[src/rtl/sram_port_arbiter.sv]
// Shares one SRAM-like port between the inst and data masters and routes each in-order response back to its requester.
// Optional macro SRAM_ARB_RR_EN selects round-robin arbitration instead of fixed data-over-inst priority.
module sram_port_arbiter #(
  parameter int OUTSTANDING = 4
) (
  input  logic        clk,
  input  logic        resetn,
  input  logic        inst_sram_req,
  input  logic        inst_sram_wr,
  input  logic [1:0]  inst_sram_size,
  input  logic [3:0]  inst_sram_wstrb,
  input  logic [31:0] inst_sram_addr,
  input  logic [31:0] inst_sram_wdata,
  output logic        inst_sram_addr_ok,
  output logic        inst_sram_data_ok,
  output logic [31:0] inst_sram_rdata,
  input  logic        data_sram_req,
  input  logic        data_sram_wr,
  input  logic [1:0]  data_sram_size,
  input  logic [3:0]  data_sram_wstrb,
  input  logic [31:0] data_sram_addr,
  input  logic [31:0] data_sram_wdata,
  output logic        data_sram_addr_ok,
  output logic        data_sram_data_ok,
  output logic [31:0] data_sram_rdata,
  output logic        mem_req,
  output logic        mem_wr,
  output logic [1:0]  mem_size,
  output logic [3:0]  mem_wstrb,
  output logic [31:0] mem_addr,
  output logic [31:0] mem_wdata,
  input  logic        mem_addr_ok,
  input  logic        mem_data_ok,
  input  logic [31:0] mem_rdata
);

  localparam int PW = $clog2(OUTSTANDING);
  localparam int CW = PW + 1;

  logic [OUTSTANDING-1:0] id_fifo;
  logic [PW-1:0]          wr_ptr;
  logic [PW-1:0]          rd_ptr;
  logic [CW-1:0]          count;
  logic                   lock;
  logic                   owner;
  logic                   winner;
  logic                   winner_req;
  logic                   full;
  logic                   accept;
  logic                   pop;
  logic                   head_id;
`ifdef SRAM_ARB_RR_EN
  logic                   rr_last;
`endif

  // Master id: 0 = inst, 1 = data. A locked grant overrides arbitration.
  always_comb begin
    winner = owner;
    if (!lock) begin
`ifdef SRAM_ARB_RR_EN
      if (data_sram_req && inst_sram_req) winner = ~rr_last;
      else                                winner = data_sram_req;
`else
      winner = data_sram_req;
`endif
    end
  end

  assign full       = (count == CW'(OUTSTANDING));
  assign winner_req = winner ? data_sram_req : inst_sram_req;
  assign mem_req    = resetn & winner_req & ~full;

  assign mem_wr    = winner ? data_sram_wr    : inst_sram_wr;
  assign mem_size  = winner ? data_sram_size  : inst_sram_size;
  assign mem_wstrb = winner ? data_sram_wstrb : inst_sram_wstrb;
  assign mem_addr  = winner ? data_sram_addr  : inst_sram_addr;
  assign mem_wdata = winner ? data_sram_wdata : inst_sram_wdata;

  assign accept            = mem_req & mem_addr_ok;
  assign inst_sram_addr_ok = accept & ~winner;
  assign data_sram_addr_ok = accept & winner;

  // Responses with an empty FIFO (stray or pre-reset) are dropped here.
  assign pop               = resetn & mem_data_ok & (count != '0);
  assign head_id           = id_fifo[rd_ptr];
  assign inst_sram_data_ok = pop & ~head_id;
  assign data_sram_data_ok = pop & head_id;
  assign inst_sram_rdata   = mem_rdata;
  assign data_sram_rdata   = mem_rdata;

  always_ff @(posedge clk or negedge resetn) begin
    if (!resetn) begin
      wr_ptr  <= '0;
      rd_ptr  <= '0;
      count   <= '0;
      lock    <= 1'b0;
      owner   <= 1'b0;
`ifdef SRAM_ARB_RR_EN
      rr_last <= 1'b0;
`endif
    end else begin
      if (accept) wr_ptr <= wr_ptr + 1'b1;
      if (pop)    rd_ptr <= rd_ptr + 1'b1;
      case ({accept, pop})
        2'b10:   count <= count + 1'b1;
        2'b01:   count <= count - 1'b1;
        default: count <= count;
      endcase
      lock <= mem_req & ~mem_addr_ok;
      if (mem_req) owner <= winner;
`ifdef SRAM_ARB_RR_EN
      if (accept) rr_last <= winner;
`endif
    end
  end

  // FIFO payload needs no reset: entries are only read below count.
  always_ff @(posedge clk) begin
    if (accept) id_fifo[wr_ptr] <= winner;
  end

endmodule

[config.mk]
export PLATFORM = sky130hd
export DESIGN_NAME = sram_port_arbiter
export DESIGN_NICKNAME = d
export VERILOG_FILES = /design/src/rtl/sram_port_arbiter.sv
export SDC_FILE = /design/constraint.sdc
export NUM_CORES = 1
export LEC_CHECK = 0
export BUFFER_PORTS_ARGS = -buffer_cell sky130_fd_sc_hd__buf_2
export CELL_PAD_IN_SITES_DETAIL_PLACEMENT = 0
export CELL_PAD_IN_SITES_GLOBAL_PLACEMENT = 2
export CORE_MARGIN = 2
export CORE_UTILIZATION = 11
export DETAILED_ROUTE_END_ITERATION = 16
export GPL_TIMING_DRIVEN = 0
export HOLD_SLACK_MARGIN = 0.15
export PLACE_DENSITY = 0.91
export SETUP_SLACK_MARGIN = 0.05
export SLEW_MARGIN = 30
export SYNTH_ARGS = -nofsm -noshare
export SYNTH_HDL_FRONTEND = slang
export SYNTH_SLANG_ARGS = --single-unit
export TNS_END_PERCENT = 10
[constraint.sdc]
create_clock -name clk -period 2.74 [get_ports clk]
set_input_delay 0.274 -clock clk [delete_from_list [all_inputs] [get_ports clk]]
set_output_delay 0.274 -clock clk [all_outputs]
set_load 0.01 [all_outputs]
==> results.py <==
metrics = {
    "cts": {
        "cts_setup_buffers": 0,
        "root_buffer": "clkbuf_16",
        "cts_tree": "yes",
        "clkSinkCount": 13,
        "cts_buffers": 3,
        "hold_buffers": 1,
        "clk_pin_slew_ns": 0.04,
        "cts_max_path_buffers": 2,
        "clock_latency_ns": 0.24,
        "ctsResizeCount": 0,
        "h-tree-depth": 1,
    },
    "die": {
        "core_area_um2": 18100,
        "die_w_um": 141,
        "start_util": 0.113,
        "num_io_pins": 320,
        "die_h_um": 141,
        "row_count": 49,
        "die_area_um2": 19800,
    },
    "logic_synthesis": {
        "synth_top_area_cell": "nand2_1",
        "syn_inst": 350,
        "synth_top_area_frac": 0.391,
        "ys_warn_count": 0,
        "synth_area_per_cell_um2": 5.87,
        "ys_seq_area_frac": 0.168,
        "ys_top_cells_by_area": "nand2_1 39%, buf_4 23%, dfrtp_1 11%, edfxtp_1 5.9%, ha_1 3.0%",
        "synth.distinct_cells": 29,
        "syn_nets": 536,
        "synthesis.area_um2": 2050,
        "ys_ff_latch": 13,
    },
    "sta": {
        "hold_viol": 0,
        "finalCriticalPeriod_ns": 2.42,
        "rsz0062_at_grt": "false",
        "worstMarginPinSlew_ns": 0.536,
        "period_share": 0.882,
        "fmax_ghz": 0.414,
        "whs_ns": 0.267,
        "setup-tns-final_ns": 0,
        "drv_slew": 0,
        "clock-skew-final_ns": 0.000715,
        "finalSetupViolCount": 0,
        "slew_headroom": 0.637,
    },
    "grt": {
        "first_global_vias": 2788,
        "grt_max_degree": 14,
        "grt_pass1_wl_um": 13900,
        "antenna_found_initial": 0,
        "grt_remaining_overflow": 0,
        "grtUsageTotal": 0.0861,
    },
    "critical_path": {
        "end_kind": "flop",
        "required_ns": 2.91,
        "criticalPathCategory": "flop to flop",
        "crit_path_start_kind": "flop",
        "critPathArrivalTime_ns": 2.59,
        "cp_max_fo": 10,
    },
    "detailed_routing": {
        "ant_nets": 0,
        "vias_per_cell": 3.41,
        "wirelength_um": 9520,
        "avgRoutedWirePerCell_um": 10.9,
        "firstDrtPassIters": 4,
        "drc": 0,
        "vias": 2966,
        "first_iter_violations": 66,
    },
    "power": {
        "p_per_area_nw_per_um2": 444,
        "combPwrFrac": 0.648,
        "p_int_mw": 0.980,
        "p_switching_mw": 0.737,
        "clock_power_share": 0.160,
        "netSwitchingFraction": 0.429,
        "p_seq_frac": 0.191,
        "power.leakage_nw": 2.49,
        "irDropWorstVdd_mv": 0.233,
    },
    "finish": {
        "antenna_cells": 0,
        "layout-drive-gt1-share": 0.578,
        "syn_to_final_growth_pct": 88.2,
        "finalNetCount": 829,
    },
    "status": {
        "outcome": "complete, no violations",
    },
    "flow_run": {
        "drv_cap": 0,
    },
    "placed_design": {
        "io_buffers": 287,
        "gp_congestion": 0.742,
        "hpwlAfterDp_um": 8250,
    },
    "hold_path": {
        "hp-class": "primary input to flop",
    },
}
-- routing by layer --
layer | vias up | GRT usage | part of all wire
li1 | 1577 | - | -
met1 | 1236 | 0.104 | 0.40
met2 | 147 | 0.165 | 0.51
met3 | 6 | 0.0112 | 0.076
met4 | 0 | 0.0142 | 0.0068
met5 | - | 0 | 0
-- placed cells by master (no fill, tap or decap) --
cell and count:
nand2_1 214, o2111a_1 1, clkbuf_1 8, mux2i_1 2, nor2b_1 1, and2_1 1
or3b_1 2, buf_4 64, buf_6 1, inv_2 2, nor2_1 5, ha_1 5
clkbuf_16 3, xnor2_1 3, buf_2 295, and3_1 2, dlygate4sd3_1 1, a21boi_0 1
fa_1 1, mux4_2 1, nand3_1 1, o21ai_2 1, o311ai_1 1, dfrtp_1 9
inv_1 6, a21oi_1 1, xnor2_2 1, edfxtp_1 4, and2_4 1, and3_2 2
xor2_1 2
-- Yosys cell counts --
cell type	number
xor2_1	2
and3_1	2
inv_1	6
o311ai_1	1
xnor2_2	1
o2111a_1	1
and2_1	1
nand2_1	214
nor2b_1	1
or3b_1	2
a21boi_0	1
fa_1	1
mux4_2	1
clkbuf_1	7
inv_2	2
xnor2_1	3
nand3_1	1
dfrtp_1	9
buf_2	8
and2_4	1
nor2_1	5
buf_4	64
mux2i_1	2
a21oi_1	1
edfxtp_1	4
buf_6	1
o21ai_2	1
ha_1	5
and3_2	2
-- through the flow --
step / setup WS, ns / instance area (um2) / cells / total power, mW / util
finish: 0.322 / 3860 / 871 / 1.72 / 0.213
global route: 0.167 / 3860 / 871 / 1.89 / 0.213
CTS: 0.306 / 3860 / 871 / 1.75 / 0.213
detailed placement: 0.330 / 3780 / 866 / 1.47 / 0.208
global placement: 0.360 / 3780 / 866 / 1.46 / 0.208
floorplan: 0.460 / 2050 / 350 / 0.987 / -
-- cell type report --
cell class,instances,area (um2)
plain buffers,80,558
inverters,8,30.0
repair buffers,288,1450
fillers,2093,14300
clock buffers,4,78.8
flip-flops and latches,13,345
well taps,229,287
multi-input cells,249,1120
-- power by group through the flow --
stage	clock network (mW)	registers, mW	logic, mW
2_1_floorplan	0	0.319	0.668
3_3_place_gp	0	0.330	1.13
4_1_cts	0.280	0.329	1.14
3_5_place_dp	0	0.332	1.14
6_report	0.275	0.329	1.11
5_1_grt	0.290	0.341	1.26
-- worst paths after layout --
| kind | start | endpoint | slack, ns | cells past startpoint |
|---|---|---|---|---|
| worst max register to register | count[0] | count[2] | 0.32 | 11 |
| worst min-delay path | mem_addr_ok | lock | 0.27 | 2 |
| max in group asynchronous | resetn | wr_ptr[0] | 2.13 | 2 |
| worst min register to register | count[2] | count[2] | 0.48 | 1 |
| min in group asynchronous | resetn | count[0] | 0.43 | 2 |
| worst max-delay path | count[0] | count[2] | 0.32 | 11 |
-- critical path, cell delays in order, from the launching register on --
cell,delay [ns]
dfrtp_1,0.41
or3b_1,0.37
o2111a_1,0.15
buf_6,0.14
and2_4,0.17
inv_2,0.07
ha_1,0.18
inv_1,0.06
fa_1,0.37
xor2_1,0.15
nor2_1,0.12
xor2_1,0.15
-- sequential cells by signal, indices dropped and copies added (netlist names) --
signal / count
count: 3
owner: 1
lock: 1
rd_ptr: 2
wr_ptr: 2
id_fifo: 4
-- logic make-up (layout without fill, tap and decap cells) --
| kind of cell | after synthesis | count (layout) | share of synthesized area |
|---|---|---|---|
| buf+inv | 88 | 380 | 0.286 |
| compound gates | 5 | 5 | 0.0201 |
| flops | 13 | 13 | 0.168 |
| fa+ha+maj | 6 | 6 | 0.0402 |
| mux | 3 | 3 | 0.0207 |
| simple gates | 229 | 229 | 0.435 |
| xor+xnor | 6 | 6 | 0.0293 |
Power figures use the tool's default switching activity.
